File: config.mk
export PLATFORM = sky130hd
export DESIGN_NAME = stack_cpu_core
export DESIGN_NICKNAME = d
export VERILOG_FILES = /design/src/rtl/stack_cpu_core.sv
export SDC_FILE = /design/constraint.sdc
export NUM_CORES = 1
export LEC_CHECK = 0
export CORE_ASPECT_RATIO = 1.4
export CORE_UTILIZATION = 54
export DETAILED_ROUTE_END_ITERATION = 16
export PLACE_DENSITY = 0.87
export SYNTH_ARGS = -nofsm -noshare
export SYNTH_HDL_FRONTEND = slang
export SYNTH_SLANG_ARGS = --single-unit
File: constraint.sdc
create_clock -name CLK -period 2.5 [get_ports CLK]
set_input_delay 0.25 -clock CLK [delete_from_list [all_inputs] [get_ports CLK]]
set_output_delay 0.25 -clock CLK [all_outputs]
set_load 0.05 [all_outputs]
File: src/rtl/stack_cpu_core.sv
// Stack machine core: fetches 8-bit opcodes from an external combinational ROM
// at a programmable step rate, with a data stack, output register and sticky halt/fault.
module stack_cpu_core #(
  parameter int DATA_W      = 8,
  parameter int STACK_DEPTH = 8,
  parameter int PROG_AW     = 4,
  parameter int STEP_DIV    = 4000000
) (
  input  logic                               CLK,
  input  logic                               RESETN,
  input  logic                               ENABLE,
  output logic [PROG_AW-1:0]                 PROG_ADDR,
  input  logic [7:0]                         PROG_DATA,
  output logic [DATA_W-1:0]                  OUT,
  output logic                               OUT_STROBE,
  output logic                               HALTED,
  output logic                               FAULT,
  output logic [1:0]                         FAULT_CODE,
  output logic [$clog2(STACK_DEPTH+1)-1:0]   STACK_COUNT
);

  localparam int SC_W  = $clog2(STACK_DEPTH + 1);
  localparam int CNT_W = (STEP_DIV > 1) ? $clog2(STEP_DIV) : 1;
  localparam logic [CNT_W-1:0] CNT_LAST = CNT_W'(STEP_DIV - 1);
  localparam logic [SC_W-1:0]  SC_FULL  = SC_W'(STACK_DEPTH);

  typedef enum logic [1:0] {
    S_RUN   = 2'd0,
    S_HALT  = 2'd1,
    S_FAULT = 2'd2
  } state_t;

  state_t             state;
  logic [PROG_AW-1:0] pc;
  logic [CNT_W-1:0]   step_cnt;
  logic [SC_W-1:0]    count;
  logic [DATA_W-1:0]  out_reg;
  logic               strobe;
  logic [1:0]         fault_code;

  // Entry 0 is always the top of stack; pushes shift down, pops shift up.
  logic [DATA_W-1:0]  stk [STACK_DEPTH];

  logic               op_illegal, op_halt, op_out, op_add, op_dup;
  logic               op_drop, op_swap, op_push, op_jmp, op_jz;
  logic [1:0]         need;
  logic               grows;
  logic [1:0]         fault_next;
  logic               step_fire;
  logic               jz_taken;
  logic [PROG_AW-1:0] jump_target;
  logic [DATA_W-1:0]  imm;

  assign step_fire   = ENABLE && (state == S_RUN) && (step_cnt == CNT_LAST);
  assign jump_target = PROG_AW'(PROG_DATA[5:0]);
  assign imm         = DATA_W'(PROG_DATA[5:0]);
  assign jz_taken    = (stk[0] == '0);

  always_comb begin
    op_illegal = 1'b0;
    op_halt    = 1'b0;
    op_out     = 1'b0;
    op_add     = 1'b0;
    op_dup     = 1'b0;
    op_drop    = 1'b0;
    op_swap    = 1'b0;
    op_push    = 1'b0;
    op_jmp     = 1'b0;
    op_jz      = 1'b0;
    need       = 2'd0;
    grows      = 1'b0;
    unique case (PROG_DATA[7:6])
      2'b00: begin
        case (PROG_DATA[5:0])
          6'h00: begin end
          6'h01: op_halt = 1'b1;
          6'h02: begin op_out  = 1'b1; need = 2'd1; end
          6'h03: begin op_add  = 1'b1; need = 2'd2; end
          6'h04: begin op_dup  = 1'b1; need = 2'd1; grows = 1'b1; end
          6'h05: begin op_drop = 1'b1; need = 2'd1; end
          6'h06: begin op_swap = 1'b1; need = 2'd2; end
          default: op_illegal = 1'b1;
        endcase
      end
      2'b01: begin
        op_push = 1'b1;
        grows   = 1'b1;
      end
      2'b10: op_jmp = 1'b1;
      default: begin
        op_jz = 1'b1;
        need  = 2'd1;
      end
    endcase

    // Legality first, then underflow, then overflow.
    fault_next = 2'b00;
    if (op_illegal)
      fault_next = 2'b11;
    else if (count < SC_W'(need))
      fault_next = 2'b10;
    else if (grows && (count == SC_FULL))
      fault_next = 2'b01;
  end

  always_ff @(posedge CLK or negedge RESETN) begin
    if (!RESETN) begin
      state      <= S_RUN;
      pc         <= '0;
      step_cnt   <= '0;
      count      <= '0;
      out_reg    <= '0;
      strobe     <= 1'b0;
      fault_code <= 2'b00;
      for (int i = 0; i < STACK_DEPTH; i++)
        stk[i] <= '0;
    end else begin
      strobe <= 1'b0;
      if (ENABLE && (state == S_RUN))
        step_cnt <= step_fire ? '0 : step_cnt + CNT_W'(1);

      if (step_fire) begin
        if (fault_next != 2'b00) begin
          state      <= S_FAULT;
          fault_code <= fault_next;
        end else if (op_halt) begin
          state <= S_HALT;
        end else begin
          pc <= pc + PROG_AW'(1);
          if (op_out) begin
            out_reg <= stk[0];
            strobe  <= 1'b1;
            count   <= count - SC_W'(1);
            for (int i = 0; i < STACK_DEPTH - 1; i++)
              stk[i] <= stk[i+1];
          end else if (op_add) begin
            stk[0] <= stk[0] + stk[1];
            count  <= count - SC_W'(1);
            for (int i = 1; i < STACK_DEPTH - 1; i++)
              stk[i] <= stk[i+1];
          end else if (op_dup || op_push) begin
            stk[0] <= op_dup ? stk[0] : imm;
            count  <= count + SC_W'(1);
            for (int i = 1; i < STACK_DEPTH; i++)
              stk[i] <= stk[i-1];
          end else if (op_drop || op_jz) begin
            count <= count - SC_W'(1);
            for (int i = 0; i < STACK_DEPTH - 1; i++)
              stk[i] <= stk[i+1];
            if (op_jz && jz_taken)
              pc <= jump_target;
          end else if (op_swap) begin
            stk[0] <= stk[1];
            stk[1] <= stk[0];
          end else if (op_jmp) begin
            pc <= jump_target;
          end
        end
      end
    end
  end

  assign PROG_ADDR   = pc;
  assign OUT         = out_reg;
  assign OUT_STROBE  = strobe;
  assign HALTED      = (state == S_HALT);
  assign FAULT       = (state == S_FAULT);
  assign FAULT_CODE  = fault_code;
  assign STACK_COUNT = count;

endmodule

# Word-level counts from Yosys, hierarchy flattened
# Index checks and enable logic that the tools add are counted.
# classes
n_mux,48
reduce_logical,27
bitwise,4
n_eq_ne,13
magnitude_cmp,1
add_sub_neg,5
# ops
operator,count
2-to-1 mux 56 bit,3
2-to-1 mux 4 bit,11
2-to-1 mux 40 bit,1
2-to-1 mux 16 bit,2
adder 22 x 1 -> 22 bit (second input constant),1
equality test 22 bit (second input constant),1
2-to-1 mux 1 bit,22
2-to-1 mux 22 bit,1
equality test 6 x 3 -> 1 bit (second input constant),3
equality test 6 x 2 -> 1 bit (second input constant),2
AND reduction 4 bit,3
adder 4 x 1 -> 4 bit (second input constant),2
adder 8 bit,1
logical NOT 8 bit,1
2-to-1 mux 2 bit,4
2-to-1 mux 8 bit,1
case mux 2 bit (2 select lines),2
OR reduction 7 bit,1
equality test 6 x 1 -> 1 bit (second input constant),1
logical NOT 6 bit,1
AND reduction 6 bit,1
OR reduction 3 bit,2
AND reduction 5 bit,1
nonzero test 5 bit,1
16 further kinds,29
# word_totals
inputBits,11
regBits,107

# Depth between registers and ports, before layout
# depth
depth_word,10
depth_mapped,14

# Least setup slack after synthesis
# Ideal clock, no wire load.
# synth_path
kind,input to register
startpoint,in PROG_DATA[6]
endpoint,reg stk[0] (netlist name)
arrival_ns,3.058
stages,12
setup_ns,0.125
setup_slack_ns,-0.683
n_path_buf,0
path_cell_list,inv_1 > ha_1 > nor4b_4 > nand3_1 > nor2_1 > a41oi_1 > ha_1 > o21ai_0 > o31ai_1 > nand3_2 > nor2_4 > mux2_2
# synth_via
elab_chain_len,9
# synth_lines
item,line_no,rtl
"start, declared",13,"input logic [7:0] PROG_DATA,"
equality test 2 x 1 -> 1 bit (tied with other cells),72,unique case (PROG_DATA[7:6])
OR reduction 2 bit (no line) / case mux 1 bit (2 select lines) (equally long branches),n/a,
case mux 2 bit (2 select lines) / logical AND 1 bit (equally long branches),"72, 102",
less-than comparator 4 x 2 -> 1 bit / 2-to-1 mux 1 bit (equally long branches),"100, 102",
2-to-1 mux 2 bit,100,else if (count < SC_W'(need))
2-to-1 mux 2 bit,98,if (op_illegal)
nonzero test 2 bit,123,if (fault_next != 2'b00) begin
inverter 1 bit (no line),n/a,
AND reduction 6 bit (no line) *,n/a,
"end signal, assigned by index",135,stk[i] <= stk[i+1];
"end signal, assigned by index",140,stk[i] <= stk[i+1];
"end signal, assigned by index",145,stk[i] <= stk[i-1];
"end, declared",42,logic [DATA_W-1:0] stk [STACK_DEPTH];
# Mark *: on every way between the ends. The rest lies on a longest branch, timed or not.
# A chain may end at the register's enable or synchronous reset.

# Worst setup path after layout
# layout_path
startpoint,reg state[1]
endpoint,reg stk[5] (netlist name)
# layout_via
elab_chain_len,4
# layout_lines
item,line_no,rtl
"start, declared",33,state_t state;
"start signal, assigned",108,state <= S_RUN;
"start signal, assigned",124,state <= S_FAULT;
"start signal, assigned",127,state <= S_HALT;
logical NOT 2 bit,54,assign step_fire = ENABLE && (state == S_RUN) && (step_cnt == CNT_LAST);
logical AND 1 bit (2 in series),54,
AND reduction 6 bit (no line),n/a,
# No other way between the ends.

==> impl_results.md <==
- Comb pwr share: 0.133
- Routed Antenna Nets: 0
- DR iter-0 viols: around 350
- GR Overflow Total: 0
- Worst path cell trace: or3b_1 > or3_4 > nor3_2 > nand3_4 > nor2_4 > buf_12 > mux2_4
- Top Ports: 32
- Initial core utilization: 0.552
- Reg clk slew, reported paths: 0.07 ns
- Status: finished, final reports clean
- Placed insts: 771
- Post-Syn Area: 5710 µm²
- Area contributors post-synth: dfrtp_1, mux2i_1, nand2_1
- Max-slew headroom: 0.429
- Worst-path fanout max: 8
- Multiplexer share of the synthesized area: 0.125
- R2r startpoint: state[1]
- Largest family of logic cells by synthesized area: simple AND/OR/NAND/NOR gates
- WL/cell: 17.5 µm
- Crit start category: flop
- Clk sinks: 107
- WL final: 13900 µm
- # DRC: 0
- Final slew viol count: 0
- Stages on worst setup path: 7
- CTS root buf: clkbuf_16
- Commonest cells after routing, fill and taps aside: dfrtp_1, nand2_1, buf_4
- Post-synth top area share: 0.469
- GP Congestion: 0.945
- Design internal power: around 2.8 mW
- Leak Pwr: 3.36 nW
- Net Sw Frac: 0.264
- Post-synthesis cell type count: 69
- Initial antenna violation count: 0
- Syn nets: 585
- Final instance area: about 7200 µm²
- Final Cycle Share: 0.977
- EDFF count, synth: 0
- Async SR Flop Fraction: 1.00
- Area grow syn2layout: 26.4%
- Ys Warns: 0
- Hold slack: between 0.3 and 0.4 ns
- Dpl ws: -0.814 ns
- Reg area: 2680 µm²
- Final Critical Period: 2.44 ns
- Multi-input gate area: approximately 3000 µm²
- Sw Pwr: 0.988 mW
- Clock power share: 0.369
- Vias in the first global route: approximately 4700
- Fmax achieved: 0.409 GHz
- Simple-gate share of the synthesized area: 0.162
- Core area: between 10000 and 15000 µm²
- CTS Buffer Depth: 2
- Antenna Cells: 0
- Filler cells: 724
- Die area: 11000 µm²
- R2R setup slack: 0.06 ns
- Crit path DAT: 2.67 ns
- Vias per cell: slightly below 6
- Kind of critical path: reg -> reg
- Seq pwr share: 0.498
- Synth area leader: dfrtp_1
- GRT Overall Usage: 0.262
- Main synth FF type: dfrtp_1
- Post-synthesis sequential element count: 107
- Crit-path slowest cell: or3_4
- Max Cap Viol: 0
- Setup TNS: 0 ns
- Fin nets: a little under 700
- Most common cell after layout, fill and taps aside: dfrtp_1
- Die width: about 90 µm
- Placed standard-cell area: 6800 µm²
- Cell count after synthesis: 556
- Skew-Pair Late Insertion Delay: 0.35 ns
- Clock H-tree levels: 3
- Total power: 3.74 mW
- Final setup margin: 0.0574 ns
- WP buf/inv: 1
- CP Data Required Time: between 2 and 3 ns
- Post-Layout Cell Count: 795
- Vias: 4629
- Global-route wire length before repair: between 20000 and 25000 µm
- Final Setup Violations: 0
- Reg-to-reg endpoint: stk[5]
- DRT Pass-1 Iters: 5
- Compound-Gate Fraction of Synth Area: 0.129
- Syn Area/Cell: 10.3 µm²
- Proportion of layout cells with a drive suffix above 1: 0.248
- XOR/XNOR Fraction of Synth Area: 0.0383
- Std cell rows: 44
- Adder-cell share of the synthesized area: 0.0407
- Final Hold Vio Count: 0
- Register area share after synthesis: 0.469
- Worst path top cell family by delay: simple AND/OR/NAND/NOR gates
- Largest net degree at the start of global routing: 59
- Num CTS Buffers: 9
- DP Wirelength: 9660 µm
- Worst setup EP type: flop
- Post-layout util: 0.698
- Max rail drop VDD: 0.000486 V
- PortBufs: 31
- TritonCTS clock tree: done
- Skew final: approximately 0.0074 ns
- Power per cell area: 518 nW/µm²
- Worst Tran Pin Value: 0.857 ns
- HP Class: in -> async
- Longest individual stage delay on the worst path: about 0.44 ns
- Die Height: roughly 120 µm
- Register-to-Register Path Depth: 7
==> worst max path at each step <==
| stage | end | slack, ns | startpoint |
|---|---|---|---|
| CTS | stk[15] | 0.03 | state[1] |
| floorplan | stk[0] | -0.35 | PROG_DATA[7] |
| global route | stk[23] | -0.05 | PROG_DATA[7] |
| global placement | stk[4] | -0.71 | PROG_DATA[7] |
| detailed placement | stk[5] | -0.81 | PROG_DATA[7] |
| finish | stk[5] | 0.06 | state[1] |
==> area by class of cell <==
type / count / share of cell area
well taps: 138 / 0.0239
clock inverters: 4 / 0.00433
multi-input cells: 408 / 0.418
flip-flops and latches: 107 / 0.371
clock buffers: 12 / 0.0355
inverters: 16 / 0.0107
repair buffers: 110 / 0.136
==> worst register-to-register path, delay by kind of cell, from the launching register on <==
family,cells,cell delay [ns]
and+or+nand+nor,5,1.49
DFF,1,0.38
muxes,1,0.31
buffers and inverters,1,0.14
==> per-layer routing <==
layer	GRT usage	vias up	wire length, µm
li1	-	2176	-
met3	0.0411	38	501
met1	0.312	2282	5540
met4	0.127	0	474
met5	0	-	0
met2	0.458	133	7370
==> synth_stat cells, drive strengths merged, types with 4 or more instances <==
library cell	instances
nand2	82
mux2i	50
nor4b	4
dfrtp	107
xnor2	17
nand3	12
inv	16
buf	10
and3	7
o21ai	65
mux2	19
nor3	10
nor4	5
clkbuf	15
xor2	8
a21oi	12
nor2	28
ha	17
a21o	5
nand4	7
==> sequential cells by signal (all words and copies together), names as in the netlist <==
signal / flops
step_cnt: 22
state: 2
stk: 64
FAULT_CODE: 2
OUT_STROBE: 1
OUT: 8
PROG_ADDR: 4
STACK_COUNT: 4
==> cell families after synthesis <==
logic type                 after synthesis
AOI/OAI and AO/OA                      114
and+or+nand+nor                        182
xor gates and xnor gates                25
adders and majority gates               18
muxes                                   69
buffers and inverters                   41
DFF                                    107
==> power groups by stage <==
stage	clock, mW	sequential [mW]	combinational (mW)
2_1_floorplan	0	1.92	0.252
6_report	1.38	1.86	0.499
5_1_grt	1.46	1.87	0.543
3_3_place_gp	0	1.88	0.474
4_1_cts	1.39	1.86	0.497
3_5_place_dp	0	1.89	0.492
==> what timing repair did <==
| action | in CTS | in global routing |
|---|---|---|
| pin swaps | 7 | 9 |
| endpoints found under the hold margin | 27 | 0 |
| gates resized for setup | 15 | 15 |
| setup endpoints to repair | 85 | 71 |
| setup buffers | 4 | 1 |
| hold buffers | 1 | 0 |
| gates cloned | 1 | 1 |
No activity file was read; power rests on OpenSTA's default activity.
==> edit 1, RTL diff (same settings) <==
`PROG_AW`: 4 -> 3.
--- a/src/rtl/stack_cpu_core.sv
+++ b/src/rtl/stack_cpu_core.sv
@@ -3,7 +3,7 @@
 module stack_cpu_core #(
   parameter int DATA_W      = 8,
   parameter int STACK_DEPTH = 8,
-  parameter int PROG_AW     = 4,
+  parameter int PROG_AW     = 3,
   parameter int STEP_DIV    = 4000000
 ) (
   input  logic                               CLK,
Interface: changed (resized PROG_ADDR); port bits go from 32 to 31. No check against the original RTL was run, so the function may have changed too.
==> edit 1 against the original RTL <==
The run now ends with setup timing left. Design area up 7.3%. Routed wire length up 21%. Area after synthesis up 0.20%. Sequential cell count down 1. Sequential share of layout area down 2.9 points. Total power down 3.5%. Worst setup slack worse by 0.49 ns. Largest power group unchanged. Highest routed layer unchanged.
==> edit 1: results <==
[global_routing]
grt_pass1_wl_um = 24630
grtUsageTotal_pct = 29.45
grt_max_degree = 80
grt_pass1_vias = 5227

[sta]
skew_ns = 0.01163
setup_viol = 62
tightest_slew_ns = 0.5720
setup_slack_ns = -0.4342
final.setup.tns_ns = -23.29

[power]
power_mw = 3.607
p_sw_share_pct = 25.89
ir_worst_vdd_mv = 0.4351
p_leak_nw = 3.666
clock_net_power_mw = 1.38

[setup_path]
slowest_delay_ns = 0.57
cp_slowest_cell = or4_4
startpoint = step_cnt[10]$_DFFE_PN0P_
critPathArrivalTime_ns = 3.15
critPathMaxFanout = 58

[yosys]
synthTopCellsByArea = dfrtp_1 (46%), mux2i_1 (9.1%), nand2_1 (4.4%), ha_1 (3.7%), mux2_2 (3.3%)
synth_seq_area_share_pct = 46.35
synthTopCellsByCount = dfrtp_1 (106), nand2_1 (67), mux2i_1 (52), nor2_1 (37), o21ai_1 (33)
ys_types = 63
synth_nets = 588
synthCells = 559

[placement]
dp_hpwl_um = 10180
dp_cells = 795
place_congestion = 0.9330
dp_slack_ns = -0.5862
io_buffer_count = 30

[layout]
num-fill-cells = 626
stdcell_count = 833
post_route_cells_drive_above_1_share_pct = 32.81

[clock_network]
cts-resized-gates = 36

[outcome]
violations = setup timing
outcome = finished, violations left

[route]
routed_wl_um = 16740
drtIter0Drc = 427
-- edit 1: cell types whose count changed after synthesis, moves of 4 or more --
cell,change
a21oi_1,+10
nand2_1,-15
nand3_1,+7
nor2_1,+10
o21ai_0,-47
o21ai_1,+32
or3_1,+4
xnor2_1,-5
xor2_1,+6
-- edit 1: layer usage --
layer | up-vias | global-route usage [%] | share of wire (%)
li1 | 2268 | - | -
met1 | 2528 | 30.78 | 35
met2 | 238 | 52.16 | 53
met3 | 103 | 6.428 | 5.2
met4 | 0 | 19.84 | 6.0
met5 | - | 0 | 0
-- edit 1: logic make-up after synthesis --
| group | share of synthesized area, % |
|---|---|
| XOR/XNOR | 4.263 |
| flip-flops | 46.35 |
| AO/OA/AOI/OAI | 12.37 |
| multiplexers | 12.44 |
| AND/OR/NAND/NOR | 16.92 |
| adder cells (fa/ha/maj) | 4.066 |
| buffers and inverters | 3.585 |
-- edit 1: cell type report --
type                    instances  area (µm²)  area share [%]
clock inverters                 6       51.30          0.6621
repair buffers                145        1376           17.76
inverters                      17       63.81          0.8236
clock buffers                  10       239.0           3.085
flip-flops and latches        106        2653           34.24
well taps                     138       172.7           2.229
multi-input cells             411        3192           41.20
-- edit 1: worst paths after layout --
path / to / slack [ns] / depth (start not counted)
min: step_cnt[9]$_DFFE_PN0P_ / 0.35 / 2
max in group asynchronous: OUT_STROBE$_DFF_PN0_ / 1.39 / 3
max: stk[27]$_DFFE_PN0P_ / -0.43 / 7
min reg2reg: FAULT_CODE[1]$_DFFE_PN0P_ / 0.50 / 1
max reg2reg: stk[27]$_DFFE_PN0P_ / -0.43 / 7
min in group CLK: FAULT_CODE[1]$_DFFE_PN0P_ / 0.50 / 1
==> edit 2, RTL diff (same settings) <==
Without the edit above. The 3 states of `state_t` get a one-hot encoding in 3 bits.
--- a/src/rtl/stack_cpu_core.sv
+++ b/src/rtl/stack_cpu_core.sv
@@ -24,10 +24,10 @@
   localparam logic [CNT_W-1:0] CNT_LAST = CNT_W'(STEP_DIV - 1);
   localparam logic [SC_W-1:0]  SC_FULL  = SC_W'(STACK_DEPTH);
 
-  typedef enum logic [1:0] {
-    S_RUN   = 2'd0,
-    S_HALT  = 2'd1,
-    S_FAULT = 2'd2
+  typedef enum logic [2:0] {
+    S_RUN   = 3'b001,
+    S_HALT  = 3'b010,
+    S_FAULT = 3'b100
   } state_t;
 
   state_t             state;
Check against the original RTL: no difference found for any inputs over 10 cycles, from zero or initial values and one cycle with RESETN low; not proved beyond that.
==> edit 2 against the original RTL <==
Area after synthesis up 1.8%. Worst setup slack got worse by 0.027 ns. Maximum frequency fell by 1.1%. Total power down 5.4%. Design area increased by 0.97%. Routed wire length rose by 9.2%. Sequential cell count increased by 1. Highest routed layer unchanged.
==> edit 2: results <==
[global_routing]
grt.met2_usage_pct = 48.42
grt_pass1_vias = 5006
grt_max_degree = 54
met3_usage_pct = 5.556
grt_pass1_wl_um = 24810
grtUsageTotal_pct = 27.91

[power]
ir_worst_vdd_mv = 0.2805
share_comb_of_total_power_pct = 7.3
pg_comb_mw = 0.258
p_leak_nw = 3.345
p_int_mw = 2.702

[yosys]
synthTopCellsByArea = dfrtp_1 (46%), mux2i_1 (8.1%), o21ai_0 (4.7%), nand2_1 (4.6%), ha_1 (3.7%)
synthTopCellsByCount = dfrtp_1 (107), nand2_1 (71), o21ai_0 (55), mux2i_1 (47), nor2_1 (22)
syn_avg_cell_area_um2 = 10.65
synth-xor-area-share_pct = 3.765
synth_nets = 575
synthMuxAreaShare_pct = 14.61
synthAdderAreaFrac_pct = 4.002
synth_seq_area_share_pct = 46.49
synth-compound-area-share_pct = 10.67

[sta]
skew_ns = 0.009728
tightest_slew_ns = 0.6881

[setup_path]
critPathArrivalTime_ns = 2.70
critPathMaxFanout = 37
slowest_delay_ns = 0.46
crit_family = buffers and inverters
cp_slowest_cell = nor2b_1

[layout]
post_route_cells_drive_above_1_share_pct = 26.50
design_area_um2 = 7292
multi_input_area_share_pct = 42.40
nClkBuffers = 11
clock_area_share_pct = 4.375
n_all_buffers = 110
num-fill-cells = 612
seq_share_pct = 37.08
layout.comb_gates.multi_input = 399
nonClkBufAreaFrac_pct = 12.95

[placement]
dpl_cell_area_um2 = 6790
dp_cells = 757
dp_hpwl_um = 9732
dp_slack_ns = -0.7727

[route]
wl_met1_um = 5826
drtIter0Drc = 328
wl_met3_um = 677
avgViaCountPerCell = 6.071
wl_per_cell_um = 19.25
routed_wl_um = 15150
met2_length_um = 7888

[clock_network]
cts_sinks = 108
cts-resized-gates = 32
post_cts.repair.setup_buffers = 7

[worst_hold_path]
min_path_type = in2reg

[outcome]
outcome = finished, final reports clean
## edit 2: final timing paths
path / startpoint / to / slack, ns / cells past startpoint
min: PROG_DATA[3] / stk[59]$_DFFE_PN0P_ / 0.35 / 3
min in group asynchronous: RESETN / OUT_STROBE$_DFF_PN0_ / 0.47 / 2
min reg2reg: stk[4]$_DFFE_PN0P_ / stk[4]$_DFFE_PN0P_ / 0.51 / 1
max in group asynchronous: RESETN / stk[46]$_DFFE_PN0P_ / 1.26 / 3
max reg2reg: state[0]$_DFFE_PN1P_ / stk[55]$_DFFE_PN0P_ / 0.10 / 8
max: PROG_DATA[7] / stk[44]$_DFFE_PN0P_ / 0.03 / 10
## edit 2: kinds of logic (layout without fill, tap and decap cells)
family                   after synthesis  after routing
AO/OA/AOI/OAI                         98             98
XOR/XNOR                              25             25
adder cells (fa/ha/maj)               18             18
buffers and inverters                 39            142
flip-flops                           108            108
multiplexers                          78             78
AND/OR/NAND/NOR                      180            180
